### src/rtl/soc_uart_pkg.sv
// rtl/soc_uart_pkg.sv - shared register map, status bits, FSM encodings for soc_uart
package soc_uart_pkg;

   localparam logic [3:0] ADDR_TXDATA  = 4'h0;
   localparam logic [3:0] ADDR_STATUS  = 4'h4;
   localparam logic [3:0] ADDR_BAUDDIV = 4'h8;
   localparam logic [3:0] ADDR_RXDATA  = 4'hC;

   localparam int ST_TX_FULL      = 0;
   localparam int ST_TX_EMPTY     = 1;
   localparam int ST_TX_BUSY      = 2;
   localparam int ST_RX_VALID     = 3;
   localparam int ST_RX_OVERRUN   = 4;
   localparam int ST_TX_DROP      = 5;
   localparam int ST_RX_FRAME_ERR = 6;

   localparam logic [15:0] MIN_DIV = 16'd3;

   typedef enum logic [1:0] {TX_IDLE, TX_START, TX_DATA, TX_STOP} tx_state_t;
   typedef enum logic [1:0] {RX_IDLE, RX_START, RX_DATA, RX_STOP} rx_state_t;

   // Dividers below MIN_DIV leave too few clocks per bit for mid-bit sampling
   function automatic logic [15:0] clamp_div(input logic [15:0] div);
      return (div < MIN_DIV) ? MIN_DIV : div;
   endfunction

endpackage

### src/rtl/soc_uart_fifo.sv
// rtl/soc_uart_fifo.sv - synchronous FIFO with registered read data
module soc_uart_fifo #(
   parameter int WIDTH = 8,
   parameter int DEPTH = 4
) (
   input  logic             clk,
   input  logic             rst_n,
   input  logic             push,
   input  logic [WIDTH-1:0] push_data,
   input  logic             pop,
   output logic [WIDTH-1:0] rd_data,
   output logic             full,
   output logic             empty
);
   localparam int AW = $clog2(DEPTH);
   localparam logic [AW:0] FULL_CNT = (AW+1)'(DEPTH);

   logic [WIDTH-1:0] mem [DEPTH];
   logic [AW-1:0]    wr_ptr, rd_ptr;
   logic [AW:0]      count;
   logic             do_push, do_pop;

   assign full    = (count == FULL_CNT);
   assign empty   = (count == '0);
   assign do_pop  = pop && !empty;
   // A pop frees the slot in the same cycle, so a push into a full FIFO is kept then
   assign do_push = push && (!full || do_pop);

   // Storage array; contents are only ever read behind the occupancy count
   always_ff @(posedge clk) begin
      if (do_push) mem[wr_ptr] <= push_data;
   end

   // Pointers, occupancy and read-data register
   always_ff @(posedge clk or negedge rst_n) begin
      if (!rst_n) begin
         wr_ptr  <= '0;
         rd_ptr  <= '0;
         count   <= '0;
         rd_data <= '0;
      end else begin
         if (do_push) wr_ptr <= wr_ptr + AW'(1);
         if (do_pop) begin
            rd_ptr  <= rd_ptr + AW'(1);
            rd_data <= mem[rd_ptr];
         end
         case ({do_push, do_pop})
            2'b10:   count <= count + (AW+1)'(1);
            2'b01:   count <= count - (AW+1)'(1);
            default: ;
         endcase
      end
   end

endmodule

### src/rtl/soc_uart.sv
// rtl/soc_uart.sv - memory-mapped 8N1 UART; RX path built only with SOC_UART_RX_EN
module soc_uart
   import soc_uart_pkg::*;
#(
   parameter int          FIFO_DEPTH  = 4,
   parameter logic [15:0] DEFAULT_DIV = 16'd68
) (
   input  logic        clk,
   input  logic        rst,
   input  logic        uart_sel,
   input  logic        uart_we,
   input  logic [3:0]  uart_addr,
   input  logic [31:0] uart_wdata,
   output logic [31:0] uart_rdata,
   output logic        uart_ready,
   output logic        uart_tx,
   input  logic        uart_rx
);
   logic        wr_en, rd_en, status_wr, tx_push, tx_pop, tx_full, tx_empty;
   logic        tx_drop, tx_tick, tx_line, rx_rd_hit;
   logic        rx_valid, rx_overrun, rx_frame_err, rx_pop;
   logic [7:0]  tx_byte, rx_byte;
   logic [15:0] baud_div, tx_div, tx_cnt;
   logic [2:0]  tx_bit;
   logic [31:0] rdata_q, rdata_d;
   tx_state_t   tx_state, tx_next;
   logic        unused_in;

   assign unused_in = ^{uart_wdata[31:16], uart_rx};
   assign wr_en     = uart_sel & uart_we;
   assign rd_en     = uart_sel & ~uart_we;
   assign status_wr = wr_en && (uart_addr == ADDR_STATUS);
   assign tx_push   = wr_en && (uart_addr == ADDR_TXDATA);

   soc_uart_fifo #(.WIDTH(8), .DEPTH(FIFO_DEPTH)) u_tx_fifo (
      .clk(clk), .rst_n(rst), .push(tx_push), .push_data(uart_wdata[7:0]),
      .pop(tx_pop), .rd_data(tx_byte), .full(tx_full), .empty(tx_empty)
   );

   // Divider register and the TX drop flag (W1C)
   always_ff @(posedge clk or negedge rst) begin
      if (!rst) begin
         baud_div <= DEFAULT_DIV;
         tx_drop  <= 1'b0;
      end else begin
         if (wr_en && uart_addr == ADDR_BAUDDIV) baud_div <= clamp_div(uart_wdata[15:0]);
         if (tx_push && tx_full && !tx_pop) tx_drop <= 1'b1;
         else if (status_wr && uart_wdata[ST_TX_DROP]) tx_drop <= 1'b0;
      end
   end

   // Read mux for the registers whose value is known in the access cycle
   always_comb begin
      rdata_d = 32'd0;
      case (uart_addr)
         ADDR_STATUS: begin
            rdata_d[ST_TX_FULL]      = tx_full;
            rdata_d[ST_TX_EMPTY]     = tx_empty;
            rdata_d[ST_TX_BUSY]      = (tx_state != TX_IDLE);
            rdata_d[ST_RX_VALID]     = rx_valid;
            rdata_d[ST_RX_OVERRUN]   = rx_overrun;
            rdata_d[ST_TX_DROP]      = tx_drop;
            rdata_d[ST_RX_FRAME_ERR] = rx_frame_err;
         end
         ADDR_BAUDDIV: rdata_d[15:0] = baud_div;
         default: ;
      endcase
   end

   // One-cycle bus response; an RXDATA pop shows the FIFO's freshly registered byte
   always_ff @(posedge clk or negedge rst) begin
      if (!rst) begin
         uart_ready <= 1'b0;
         rdata_q    <= 32'd0;
         rx_rd_hit  <= 1'b0;
      end else begin
         uart_ready <= uart_sel;
         rdata_q    <= rd_en ? rdata_d : 32'd0;
         rx_rd_hit  <= rx_pop;
      end
   end
   assign uart_rdata = rx_rd_hit ? {24'd0, rx_byte} : rdata_q;

   assign tx_tick = (tx_cnt == tx_div);

   // TX state register
   always_ff @(posedge clk or negedge rst) begin
      if (!rst) tx_state <= TX_IDLE;
      else      tx_state <= tx_next;
   end

   // TX next state; STOP chains straight into START when more bytes wait
   always_comb begin
      tx_next = tx_state;
      case (tx_state)
         TX_IDLE:  if (!tx_empty) tx_next = TX_START;
         TX_START: if (tx_tick) tx_next = TX_DATA;
         TX_DATA:  if (tx_tick && tx_bit == 3'd7) tx_next = TX_STOP;
         TX_STOP:  if (tx_tick) tx_next = tx_empty ? TX_IDLE : TX_START;
         default:  tx_next = TX_IDLE;
      endcase
   end

   // TX outputs: FIFO pop on frame launch and the serial line level
   always_comb begin
      tx_pop  = 1'b0;
      tx_line = 1'b1;
      case (tx_state)
         TX_IDLE:  tx_pop = !tx_empty;
         TX_START: tx_line = 1'b0;
         TX_DATA:  tx_line = tx_byte[tx_bit];
         TX_STOP:  tx_pop = tx_tick && !tx_empty;
         default: ;
      endcase
   end

   // TX bit timing; the divider is sampled only at frame start
   always_ff @(posedge clk or negedge rst) begin
      if (!rst) begin
         uart_tx <= 1'b1;
         tx_div  <= DEFAULT_DIV;
         tx_cnt  <= 16'd0;
         tx_bit  <= 3'd0;
      end else begin
         uart_tx <= tx_line;
         if (tx_next == TX_START && tx_state != TX_START) begin
            tx_div <= baud_div;
            tx_cnt <= 16'd0;
         end else if (tx_state != TX_IDLE) begin
            tx_cnt <= tx_tick ? 16'd0 : tx_cnt + 16'd1;
         end
         if (tx_state == TX_START)            tx_bit <= 3'd0;
         else if (tx_state == TX_DATA && tx_tick) tx_bit <= tx_bit + 3'd1;
      end
   end

`ifdef SOC_UART_RX_EN
   rx_state_t   rx_state, rx_next;
   logic        rx_s1, rx_s2, rx_s3, rx_fall, rx_tick, rx_push, rx_full, rx_empty;
   logic        rx_set_ovr, rx_set_ferr;
   logic [15:0] rx_div, rx_cnt, rx_lim;
   logic [2:0]  rx_bit;
   logic [7:0]  rx_shift;

   assign rx_fall  = rx_s3 & ~rx_s2;
   // START waits (DIV+1)>>1 clocks after the edge; later bits wait DIV+1
   assign rx_lim   = (rx_state == RX_START) ? ((rx_div - 16'd1) >> 1) : rx_div;
   assign rx_tick  = (rx_cnt == rx_lim);
   assign rx_valid = !rx_empty;
   assign rx_pop   = rd_en && (uart_addr == ADDR_RXDATA) && rx_valid;

   soc_uart_fifo #(.WIDTH(8), .DEPTH(FIFO_DEPTH)) u_rx_fifo (
      .clk(clk), .rst_n(rst), .push(rx_push), .push_data(rx_shift),
      .pop(rx_pop), .rd_data(rx_byte), .full(rx_full), .empty(rx_empty)
   );

   // Two-flop synchroniser plus a delay stage for falling-edge detection
   always_ff @(posedge clk or negedge rst) begin
      if (!rst) {rx_s1, rx_s2, rx_s3} <= 3'b111;
      else      {rx_s1, rx_s2, rx_s3} <= {uart_rx, rx_s1, rx_s2};
   end

   // RX state register
   always_ff @(posedge clk or negedge rst) begin
      if (!rst) rx_state <= RX_IDLE;
      else      rx_state <= rx_next;
   end

   // RX next state; a high line at mid-start is treated as a glitch
   always_comb begin
      rx_next = rx_state;
      case (rx_state)
         RX_IDLE:  if (rx_fall) rx_next = RX_START;
         RX_START: if (rx_tick) rx_next = rx_s2 ? RX_IDLE : RX_DATA;
         RX_DATA:  if (rx_tick && rx_bit == 3'd7) rx_next = RX_STOP;
         RX_STOP:  if (rx_tick) rx_next = RX_IDLE;
         default:  rx_next = RX_IDLE;
      endcase
   end

   // RX outputs at the stop-bit sample: push a good byte or flag the error
   always_comb begin
      rx_push     = 1'b0;
      rx_set_ferr = 1'b0;
      rx_set_ovr  = 1'b0;
      if (rx_state == RX_STOP && rx_tick) begin
         rx_push     = rx_s2;
         rx_set_ferr = !rx_s2;
         rx_set_ovr  = rx_s2 && rx_full && !rx_pop;
      end
   end

   // RX bit timing and LSB-first shift register
   always_ff @(posedge clk or negedge rst) begin
      if (!rst) begin
         rx_div   <= DEFAULT_DIV;
         rx_cnt   <= 16'd0;
         rx_bit   <= 3'd0;
         rx_shift <= 8'd0;
      end else begin
         if (rx_state == RX_IDLE) begin
            rx_div <= baud_div;
            rx_cnt <= 16'd0;
            rx_bit <= 3'd0;
         end else begin
            rx_cnt <= rx_tick ? 16'd0 : rx_cnt + 16'd1;
         end
         if (rx_state == RX_DATA && rx_tick) begin
            rx_shift <= {rx_s2, rx_shift[7:1]};
            rx_bit   <= rx_bit + 3'd1;
         end
      end
   end

   // RX sticky flags, cleared by writing 1 to their STATUS bits
   always_ff @(posedge clk or negedge rst) begin
      if (!rst) begin
         rx_overrun   <= 1'b0;
         rx_frame_err <= 1'b0;
      end else begin
         if (rx_set_ovr) rx_overrun <= 1'b1;
         else if (status_wr && uart_wdata[ST_RX_OVERRUN]) rx_overrun <= 1'b0;
         if (rx_set_ferr) rx_frame_err <= 1'b1;
         else if (status_wr && uart_wdata[ST_RX_FRAME_ERR]) rx_frame_err <= 1'b0;
      end
   end
`else
   assign rx_valid     = 1'b0;
   assign rx_overrun   = 1'b0;
   assign rx_frame_err = 1'b0;
   assign rx_byte      = 8'd0;
   assign rx_pop       = 1'b0;
`endif

endmodule

### config.mk
export PLATFORM = sky130hd
export DESIGN_NAME = soc_uart
export DESIGN_NICKNAME = d
export VERILOG_FILES = /design/src/rtl/soc_uart_pkg.sv /design/src/rtl/soc_uart_fifo.sv /design/src/rtl/soc_uart.sv
export SDC_FILE = /design/constraint.sdc
export NUM_CORES = 1
export LEC_CHECK = 0
export ABC_AREA = 1
export BUFFER_PORTS_ARGS = -buffer_cell sky130_fd_sc_hd__buf_2
export CELL_PAD_IN_SITES_DETAIL_PLACEMENT = 1
export CELL_PAD_IN_SITES_GLOBAL_PLACEMENT = 1
export CORE_ASPECT_RATIO = 0.5
export CORE_MARGIN = 5
export CORE_UTILIZATION = 44
export DETAILED_ROUTE_END_ITERATION = 12
export GPL_ROUTABILITY_DRIVEN = 0
export HOLD_SLACK_MARGIN = 0.12
export PLACE_DENSITY = 0.9
export SYNTH_ARGS = -nofsm -noshare
export SYNTH_HDL_FRONTEND = slang
export SYNTH_SLANG_ARGS = --single-unit
export TNS_END_PERCENT = 100
### constraint.sdc
create_clock -name clk -period 3.34 [get_ports clk]
set_clock_uncertainty 0.15 [all_clocks]
set_input_delay 0.501 -clock clk [delete_from_list [all_inputs] [get_ports clk]]
set_output_delay 0.501 -clock clk [all_outputs]
set_load 0.1 [all_outputs]
==> reports/qor.yml <==
pwr:
  total_leakage_power_nw: 3.30
  p_int_mw: 2.81
  ir_worst_vdd_uv: 369
  p_comb_share_pct: 9.3
  power_switching_mw: 1.04
  swShare_pct: 27.0
  power_density_nw_per_um2: 563
  p_clk_share_pct: 48.1
  p_seq_share_pct: 42.6
route:
  drt-total-wl_um: 17600
  drtPass1Iterations: 6
  drt-initial-drc-count: 290
  vias_per_cell: 5.45
  num_vias: 4895
  drtAntennaViolNets: 0
  wire_per_inst_um: 19.5
  remaining_drc_errors: 0
synth:
  synth_top_flop_cell: "dfrtp_1"
  synthArstFlopShare_pct: 73.1
  synthesis.area_um2: 5950
  yosysWarnings: 0
  synth_enable_flop_cells: 32
  yosysSeqAreaShare_pct: 52.9
  synthCells: 662
  ys_types: 41
  avgSynthCellArea_um2: 8.98
  ys_ff_latch: 119
hold_path:
  hold_class: "in2async"
timing:
  hold_ws_ps: 143
  slew_headroom_pct: 25.9
  tightest_slew_ps: 1110
  hold_violations: 0
  setup_viol: 0
  setup_ws_ps: 510
  setup_tns_ps: 0
  rsz0062_at_grt: "false"
  fin_crit_sh_pct: 84.7
  min_period_ps: 2830
  slew_viol_final: 0
  fmax_mhz: 353
floorplanning:
  row_count: 30
  die_w_um: 174
  die_area_um2: 16100
  start_util_pct: 44.4
  ioPinCount: 75
  dieHeight_um: 92.2
  core-area_um2: 13400
outcome:
  outcome: "finished, final reports clean"
cells_and_area:
  fillers: 1516
  final_util_pct: 50.9
  multi_input_area_um2: 2300
  regArea_um2: 3140
  layout.nets: 763
  area_delta_synth_final_pct: 14.8
  antenna_cells: 0
  drive_gt1_share_pct: 17.5
clocking:
  cts_tree: "built"
  cts_max_level: 4
  cts_made_buffers: 17
  ctsResizeCount: 0
  clk_pin_slew_ps: 60
  cts_buffer_depth: 2
  postCtsSetupBuffers: 0
  cts_hold_buf: 1
  clk-insertion-delay-late_ps: 430
  cts_sinks: 119
  cts_root_buf: "clkbuf_16"
place:
  dp_hpwl_um: 10300
  place_ws_ps: 544
  port_buffers: 41
global_routing:
  track_usage_pct: 22.9
  globalRouteOverflowTotal: 0
  grt_pass1_wl_um: 28500
  grt_pass1_vias: 5370
  grt_max_degree: 88
  antenna_found_initial: 0
flow_run:
  maxCapViolations: 0
worst_setup_path:
  crit_type: "reg2reg"
  required_ps: 3320
  cp-endpoint: "u_tx_fifo.mem[1][3]$_DFFE_PP_"
  rr_endpoint: "u_tx_fifo.mem[1][3]$_DFFE_PP_"
  end_kind: "flip-flop"
  ff2ff_setup_slack_ps: 510
  cp.arrival_ps: 2810
  r2r_start: "tx_cnt[11]$_DFFE_PN0P_"
  worst_r2r_path_depth: 13
  startpoint: "tx_cnt[11]$_DFFE_PN0P_"
  critPathMaxFanout: 8
  critPathLaunchType: "flip-flop"
==> layout by cell type, fill, tap and decap left out, drive strengths merged <==
cell / n
o32ai: 1
nor3b: 1
clkbuf: 24
xor2: 14
nor3: 22
nor2: 96
nand3: 48
clkinv: 7
a31oi: 2
nor4: 7
and3: 1
a21oi: 18
a21o: 8
o21ai: 50
nand4: 6
edfxtp: 32
buf: 49
nand2: 134
o211ai: 1
conb: 16
dfrtp: 82
o22ai: 1
dfstp: 5
fa: 1
ha: 12
inv: 79
mux2i: 1
bufinv: 2
o221ai: 1
dlygate4sd3: 1
==> synth_stat cells (2+ instances only) <==
master    count  share of area (%)
a21o_1        8                1.0
a21oi_1      15                1.3
a21oi_2       3               0.44
a31oi_1       2               0.21
buf_2         2               0.17
buf_4        16                2.0
buf_6         7                1.3
clkbuf_1     11               0.69
dfrtp_1      82                 35
dfstp_2       5                2.2
edfxtp_1     32                 16
ha_1         12                2.5
inv_1        71                4.5
inv_2         8               0.51
nand2_1     130                8.2
nand2_4       2               0.38
nand3_1      38                3.2
nand3_2      10                1.7
nand4_1       6               0.63
nor2_1       90                5.7
nor2_2        2               0.21
nor2_4        3               0.57
nor3_1       22                1.9
nor4_1        7               0.74
o21ai_0      37                3.1
o21ai_2      13                1.9
xor2_1       14                2.1
==> layout make-up <==
cell class | count | area share (%)
repair buffers | 50 | 4.07
flip-flops and latches | 119 | 46.1
multi-input cells | 441 | 33.7
clock inverters | 8 | 1.43
well taps | 176 | 3.23
clock buffers | 24 | 7.06
inverters | 80 | 4.40
==> kinds of logic (layout without fill, tap and decap cells) <==
family	after synthesis	count (layout)	synth area share [%]
mux	1	1	0.168
compound gates	82	82	8.48
other cells	1	16	0.0631
xor+xnor	14	14	2.06
fa+ha+maj	13	13	2.86
buf+inv	117	162	9.32
flops	119	119	52.9
simple gates	315	315	24.2
==> sequential cells by signal, indices dropped and copies added, names as in the netlist, 3 cells and up <==
register	flops
rdata_q	16
u_tx_fifo.count	3
tx_bit	3
tx_div	16
u_tx_fifo.rd_data	8
tx_cnt	16
baud_div	16
u_tx_fifo.mem	32
==> layer usage <==
metal | part of all wire [%] | GRT usage, % | vias up
li1 | - | - | 2206
met1 | 40 | 26.0 | 2496
met2 | 52 | 40.9 | 148
met3 | 5.3 | 6.14 | 45
met4 | 3.0 | 9.87 | 0
met5 | 0 | 0 | -
==> power by group through the flow <==
stage,logic (mW),registers [mW],clock network [mW]
final,0.358,1.64,1.85
after detailed placement,0.345,1.65,0
after global placement,0.323,1.65,0
after global routing,0.393,1.64,1.94
after CTS,0.355,1.63,1.83
after floorplan,0.239,1.66,0
==> per-stage QoR <==
| step | cell area, um^2 | std cells | power [mW] |
|---|---|---|---|
| after floorplan | 6000 | 677 | 1.89 |
| after global placement | 6240 | 865 | 1.97 |
| after detailed placement | 6240 | 865 | 2.00 |
| after CTS | 6830 | 898 | 3.82 |
| after global routing | 6830 | 898 | 3.98 |
| final | 6830 | 898 | 3.85 |
==> how the worst min path moves through the flow <==
stage | from | to
floorplan | rst | baud_div[0]$_DFFE_PN0P_
global placement | u_tx_fifo.rd_data[1]$_DFFE_PN0P_ | u_tx_fifo.rd_data[1]$_DFFE_PN0P_
detailed placement | tx_div[2]$_DFFE_PN1N_ | tx_div[2]$_DFFE_PN1N_
CTS | uart_wdata[9] | baud_div[9]$_DFFE_PN0P_
global route | uart_wdata[9] | baud_div[9]$_DFFE_PN0P_
finish | rst | u_tx_fifo.rd_data[0]$_DFFE_PN0P_
==> critical path: stages (launching register included) <==
cell and delay [ps]:
dfrtp_1 460, inv_1 130, nand2_1 90, nand2_1 50, nor2_1 90, nand2_1 100
nor2_4 210, nand2_4 130, o21ai_2 250, nand2_1 120, nand2_1 100, nand2_1 200
nor2_1 220, buf_4 210
No activity file was read; power rests on OpenSTA's default activity.
